===== src/rtl/pipe_pkg.sv =====
// Shared constants for the ID/EX stage: widths, opcodes, control-bundle bit
// positions and the all-zero bubble values loaded on stall/flush.
package pipe_pkg;
  localparam int DEF_DATA_W = 32;
  localparam int DEF_REG_AW = 5;
  localparam int WB_W = 2;
  localparam int M_W  = 3;
  localparam int EX_W = 5;

  localparam logic [5:0] OP_RTYPE = 6'h00;
  localparam logic [5:0] OP_LW    = 6'h23;
  localparam logic [5:0] OP_SW    = 6'h2b;
  localparam logic [5:0] OP_BEQ   = 6'h04;
  localparam logic [5:0] OP_ADDI  = 6'h08;

  localparam int WB_REGWRITE  = 0;
  localparam int WB_MEMTOREG  = 1;
  localparam int M_BRANCH     = 0;
  localparam int M_MEMREAD    = 1;
  localparam int M_MEMWRITE   = 2;
  localparam int EX_REGDST    = 0;
  localparam int EX_ALUOP_LSB = 1;
  localparam int EX_ALUSRC    = 4;

  localparam logic [WB_W-1:0] WB_BUBBLE = '0;
  localparam logic [M_W-1:0]  M_BUBBLE  = '0;
  localparam logic [EX_W-1:0] EX_BUBBLE = '0;

  typedef struct packed {
    logic [WB_W-1:0] wb;
    logic [M_W-1:0]  m;
    logic [EX_W-1:0] ex;
    logic            valid;
  } ctrl_t;
endpackage


===== src/rtl/hazard_load_use.sv =====
// Load-use detector: a load in EX whose destination (rt) feeds the ID instruction.
module hazard_load_use #(
  parameter int REG_AW = 5
) (
  input  logic              ex_valid,
  input  logic              ex_memread,
  input  logic [REG_AW-1:0] ex_rt,
  input  logic              id_valid,
  input  logic [REG_AW-1:0] id_rs,
  input  logic [REG_AW-1:0] id_rt,
  output logic              stall
);
  // $zero never carries a dependency
  assign stall = ex_valid & ex_memread & id_valid & (ex_rt != '0) &
                 ((ex_rt == id_rs) | (ex_rt == id_rt));
endmodule


===== src/rtl/id_ex_pipe.sv =====
// ID/EX pipeline register with load-use stall/bubble and branch flush.
// Optional perf counters when ID_EX_PERF_EN is defined.
module id_ex_pipe
  import pipe_pkg::*;
#(
  parameter int DATA_W = DEF_DATA_W,
  parameter int REG_AW = DEF_REG_AW,
  parameter int CNT_W  = 32
) (
  input  logic              CLK,
  input  logic              RST_N,
  input  logic              ID_VALID,
  input  logic [WB_W-1:0]   WB_IN,
  input  logic [M_W-1:0]    M_IN,
  input  logic [EX_W-1:0]   EX_IN,
  input  logic [DATA_W-1:0] RD1_IN,
  input  logic [DATA_W-1:0] RD2_IN,
  input  logic [DATA_W-1:0] IMM_IN,
  input  logic [DATA_W-1:0] PC4_IN,
  input  logic [REG_AW-1:0] RS_IN,
  input  logic [REG_AW-1:0] RT_IN,
  input  logic [REG_AW-1:0] RD_IN,
  input  logic              FLUSH,
  output logic [WB_W-1:0]   WB_OUT,
  output logic [M_W-1:0]    M_OUT,
  output logic [EX_W-1:0]   EX_OUT,
  output logic [DATA_W-1:0] RD1_OUT,
  output logic [DATA_W-1:0] RD2_OUT,
  output logic [DATA_W-1:0] IMM_OUT,
  output logic [DATA_W-1:0] PC4_OUT,
  output logic [REG_AW-1:0] RS_OUT,
  output logic [REG_AW-1:0] RT_OUT,
  output logic [REG_AW-1:0] RD_OUT,
  output logic              VALID_OUT,
  output logic              STALL,
  output logic [CNT_W-1:0]  STALL_CNT,
  output logic [CNT_W-1:0]  FLUSH_CNT
);
  ctrl_t             ctrl_q, ctrl_d;
  logic [DATA_W-1:0] rd1_q, rd1_d, rd2_q, rd2_d, imm_q, imm_d, pc4_q, pc4_d;
  logic [REG_AW-1:0] rs_q, rs_d, rt_q, rt_d, rd_q, rd_d;
  logic              kill;

  hazard_load_use #(.REG_AW(REG_AW)) u_hazard (
    .ex_valid   (ctrl_q.valid),
    .ex_memread (ctrl_q.m[M_MEMREAD]),
    .ex_rt      (rt_q),
    .id_valid   (ID_VALID),
    .id_rs      (RS_IN),
    .id_rt      (RT_IN),
    .stall      (STALL)
  );

  // Datapath always loads; only control and valid are squashed into a bubble.
  always_comb begin
    kill        = FLUSH | STALL | ~ID_VALID;
    ctrl_d.wb   = kill ? WB_BUBBLE : WB_IN;
    ctrl_d.m    = kill ? M_BUBBLE  : M_IN;
    ctrl_d.ex   = kill ? EX_BUBBLE : EX_IN;
    ctrl_d.valid = ~kill;
    rd1_d = RD1_IN;
    rd2_d = RD2_IN;
    imm_d = IMM_IN;
    pc4_d = PC4_IN;
    rs_d  = RS_IN;
    rt_d  = RT_IN;
    rd_d  = RD_IN;
  end

  always_ff @(posedge CLK) begin
    if (!RST_N) begin
      ctrl_q <= '0;
      rd1_q  <= '0;
      rd2_q  <= '0;
      imm_q  <= '0;
      pc4_q  <= '0;
      rs_q   <= '0;
      rt_q   <= '0;
      rd_q   <= '0;
    end else begin
      ctrl_q <= ctrl_d;
      rd1_q  <= rd1_d;
      rd2_q  <= rd2_d;
      imm_q  <= imm_d;
      pc4_q  <= pc4_d;
      rs_q   <= rs_d;
      rt_q   <= rt_d;
      rd_q   <= rd_d;
    end
  end

  assign WB_OUT    = ctrl_q.wb;
  assign M_OUT     = ctrl_q.m;
  assign EX_OUT    = ctrl_q.ex;
  assign VALID_OUT = ctrl_q.valid;
  assign RD1_OUT   = rd1_q;
  assign RD2_OUT   = rd2_q;
  assign IMM_OUT   = imm_q;
  assign PC4_OUT   = pc4_q;
  assign RS_OUT    = rs_q;
  assign RT_OUT    = rt_q;
  assign RD_OUT    = rd_q;

`ifdef ID_EX_PERF_EN
  logic [CNT_W-1:0] stall_cnt_q, stall_cnt_d, flush_cnt_q, flush_cnt_d;

  // Saturating counts: hold at all-ones instead of wrapping
  always_comb begin
    stall_cnt_d = stall_cnt_q;
    flush_cnt_d = flush_cnt_q;
    if (STALL && (stall_cnt_q != '1)) stall_cnt_d = stall_cnt_q + 1'b1;
    if (FLUSH && (flush_cnt_q != '1)) flush_cnt_d = flush_cnt_q + 1'b1;
  end

  always_ff @(posedge CLK) begin
    if (!RST_N) begin
      stall_cnt_q <= '0;
      flush_cnt_q <= '0;
    end else begin
      stall_cnt_q <= stall_cnt_d;
      flush_cnt_q <= flush_cnt_d;
    end
  end

  assign STALL_CNT = stall_cnt_q;
  assign FLUSH_CNT = flush_cnt_q;
`else
  assign STALL_CNT = '0;
  assign FLUSH_CNT = '0;
`endif
endmodule


===== config.mk =====
export PLATFORM = sky130hd
export DESIGN_NAME = id_ex_pipe
export DESIGN_NICKNAME = d
export VERILOG_FILES = /design/src/rtl/pipe_pkg.sv /design/src/rtl/hazard_load_use.sv /design/src/rtl/id_ex_pipe.sv
export SDC_FILE = /design/constraint.sdc
export NUM_CORES = 1
export LEC_CHECK = 0
export ABC_AREA = 1
export CORE_AREA = 2 2 148 150
export CTS_CLUSTER_DIAMETER = 150
export DETAILED_ROUTE_END_ITERATION = 6
export DIE_AREA = 0 0 150 152
export PLACE_DENSITY_LB_ADDON = 0.3
export SYNTH_ARGS = -nofsm -noshare
export SYNTH_HDL_FRONTEND = slang
export SYNTH_HIERARCHICAL = 1
export SYNTH_SLANG_ARGS = --single-unit

===== constraint.sdc =====
create_clock -name CLK -period 3.05 [get_ports CLK]
set_clock_uncertainty 0.05 [all_clocks]
set_input_delay 0.61 -clock CLK [delete_from_list [all_inputs] [get_ports CLK]]
set_output_delay 0.61 -clock CLK [all_outputs]
set_load 0.02 [all_outputs]

-- After elaboration in Yosys (flattened, before gate mapping)
Cells that the tools add are included.
- register bits: 154
- input port bits: 157
- output and inout bits: 219
- word-level logic and storage cells: 25
- equal/unequal tests: 2
- bitwise gates (word level): 10
- reduce and logical (&&, ||, !) cells: 2
- operators with widths (kind ; number):
    equality test 5 bit ; 2
    nonzero test 5 bit ; 1
    AND 1 bit ; 4
    NOT 1 bit ; 3
    OR 1 bit ; 3
    OR reduction 2 bit ; 1

-- Logic depth before layout (Yosys ltp)
- depth in word-level cells: 7
- depth in mapped cells: 10

-- Hierarchy
The synthesis kept the hierarchy.
- modules (own cells, without submodules) (module ; instances ; cells each ; area each (um2) ; sequential area each (um2)):
    id_ex_pipe ; 1 ; 547 ; 4901.0 ; 3083.0
    hazard_load_use ; 1 ; 45 ; 196.4 ; 0.0

-- Least setup slack after synthesis
OpenSTA, ideal clock, no wires.
- path kind: input port to output port
- from: in RS_IN[1]
- to: out STALL
- data arrival time: 1.175 ns
- data required time: 2.390 ns
- setup slack: 1.215 ns
- stages: 4
- path buffers: 0
- path through: xor2_1 > nor2_1 > nand3_1 > a21oi_2
- word-level cells in the longest chain between the ends: 3
- RTL lines (item ; line ; RTL):
    start: declaration ; id_ex_pipe.sv:20 ; input logic [REG_AW-1:0] RS_IN,
    equality test 5 bit ; hazard_load_use.sv:15 ; ((ex_rt == id_rs) | (ex_rt == id_rt));
    OR 1 bit ; hazard_load_use.sv:15 ;
    AND 1 bit ; hazard_load_use.sv:14 ; assign stall = ex_valid & ex_memread & id_valid & (ex_rt != '0) &
    end: declaration ; id_ex_pipe.sv:35 ; output logic STALL,
Every way passes these cells.

-- Final worst setup path
- from: in RS_IN[4]
- to: out STALL
The elaborated chain is that of the path after synthesis.

==> reports/qor.txt <==
Status: finished clean
Postcts setup bufs: 0
Count of different cell masters after synthesis: 15
Core Area: 0.0214 mm²
Max incr delay on CP: 0.51 ns
Critical path's slowest cell: clkdlybuf4s50_1
Antenna-violating nets left: 0
Total Routing Usage GR: 0.124
Clock slew at reported path FFs: 0.07 ns
Min-Delay Startpoint: RST_N
Hold WS: 0.524 ns
Global placement routability congestion: 0.779
Die span in y: 152 µm
RSZ-0062 raised after global routing: false
Wire length per cell: 12.0 µm
Initial drt markers: 120
Filler Cell Count: 2159
Die Width: 150 µm
Max FO, Critical Path: 3
TNS Setup: 0 ns
Tot Pwr: 5.09 mW
# diodes: 0
Most frequent cells in the layout: clkdlybuf4s50_1, inv_1, nand2_1
Path category of the worst min-delay check: in -> reg
Vias per cell: 3.51
CTS H-Tree Depth: 4
First-pass GRT wire length: 21300 µm
I/O Pins: 376
Residual DRC: 0
Setup crit end kind: output port
Router iterations before antenna repair: 4
Row count: 54
Sequential fraction of the synthesis area: 0.605
Synth Instances: 592
Fin crit period: 2.55 ns
Area delta synth->final: 73.0%
Clock sinks: 154
Most common cell after layout, fill and taps aside: clkdlybuf4s50_1
Area of the multi-input gates: 0.00100 mm²
Hpwl dp: 11000 µm
Nets: 1064
GRT overflow: 0
Crit path DAT: 1.89 ns
Post-CTS resize count: 0
Leakage: 4.66 nW
CTS Hold Bufs: 0
CP cell instances: clkdlybuf4s50_1 > inv_1 > nand2_1 > nand2_1 > nor2_1 > nand3_1 > a21oi_2 > dlymetal6s2s_1
Buffers and inverters on the worst path: 3
Final worst-path cycle share: 0.835
Fraction of layout cells with a size suffix above 1: 0.0500
Port Buffer Count: 311
WL final: 14400 µm
Worst Setup Path Type: in -> out
Maxcap violations: 0
Crit-path most repeated cell: nand2_1
Syn Area/Cell: 8.61 µm²
Pwr Density: 577 mW/mm²
Crit path max-delay family: buffers and inverters
CTS tree: done
Peak VDD IR: 0.000331 V
Die area: 0.0228 mm²
Final setup viols: 0
Pins Over Slew Limit: 0
Netlist Area Pre-Place: 0.00510 mm²
Worst R2R Start: RT_OUT[0]
Initial Util: 0.239
F_max: 393 MHz
Antenna violations before repair: 0
Via count: 4208
Root Driver: clkbuf_16
Final Hold Fails: 0
Setup crit start kind: primary input
Worst setup startpoint: RS_IN[4]
Critical Path RT: 2.39 ns
Warnings from Yosys: 6
Largest net degree at the start of global routing: 75
CTS Buf Count: 17
Sequential Area: 0.00308 mm²
#FFs+latches synth: 154
Vias in the first global route: 3942
Clock latency on the worst-skew pair: 0.42 ns
Clk buf depth: 2
where the power goes:
| part | total (mW) | leakage (nW) | switching (mW) | internal [mW] |
|---|---|---|---|---|
| Combinational | 0.758 | 3.08 | 0.372 | 0.386 |
| Sequential | 2.15 | 1.28 | 0.0315 | 2.12 |
| Clock | 2.18 | 0.297 | 0.935 | 1.25 |
worst min-delay path: cells and delay by family:
kind	cells	cell delay (ns)
AND/OR/NAND/NOR	1	0.09
buffers and inverters	2	0.25
synth_stat cells (all sizes together):
cell   instances  area, µm²
a21oi          1       8.76
buf           81        624
conb           1       3.75
dfxtp        154       3080
inv          166        623
nand2        162        608
nand3          2       10.0
nand4          2       12.5
nor2          20       97.6
xnor2          2       17.5
xor2           1       8.76
path summary, 6_finish.rpt:
path	slack, ns	end	cells after the start
worst max-delay path	0.50	STALL	8
worst min-delay path	0.52	PC4_OUT[16]	3
worst max register to register	1.52	EX_OUT[1]	10
worst min register to register	0.84	VALID_OUT	6
sequential cells by signal (all words and copies together), names as in the netlist:
name and cells:
IMM_OUT 32, PC4_OUT 32, RD1_OUT 32, RD2_OUT 32, EX_OUT 5, RD_OUT 5, RS_OUT 5, RT_OUT 5
M_OUT 3, WB_OUT 2, VALID_OUT 1
layer usage:
metal	share of wire	track usage	vias up
met5	0	0	-
li1	-	-	2125
met1	0.37	0.124	1821
met2	0.50	0.222	244
met4	0.018	0.0445	0
met3	0.12	0.0583	18
layout make-up:
class	instances	area share
clock buffer	18	0.0487
clock inverter	14	0.0209
inverter	166	0.0706
multi-input combinational	254	0.114
sequential	154	0.350
tap	280	0.0397
timing repair buffer	314	0.357
cell families (layout without fill, tap and decap cells):
family / Yosys count / count (layout) / share of synthesized area
compound gates: 1 / 1 / 0.00172
other cells: 1 / 64 / 0.000736
simple gates: 186 / 186 / 0.143
flops: 154 / 154 / 0.605
xor+xnor: 3 / 3 / 0.00516
buf+inv: 247 / 512 / 0.245
metrics by stage:
stage	area, µm²	cells	utilization	worst slack (ns)
after floorplan	5330	655	-	1.22
after global placement	8210	1168	0.384	0.128
final	8820	1200	0.413	0.503
after global routing	8820	1200	0.413	0.380
after CTS	8820	1200	0.413	0.118
after detailed placement	8210	1168	0.384	0.122
No activity file was read; power rests on OpenSTA's default activity.
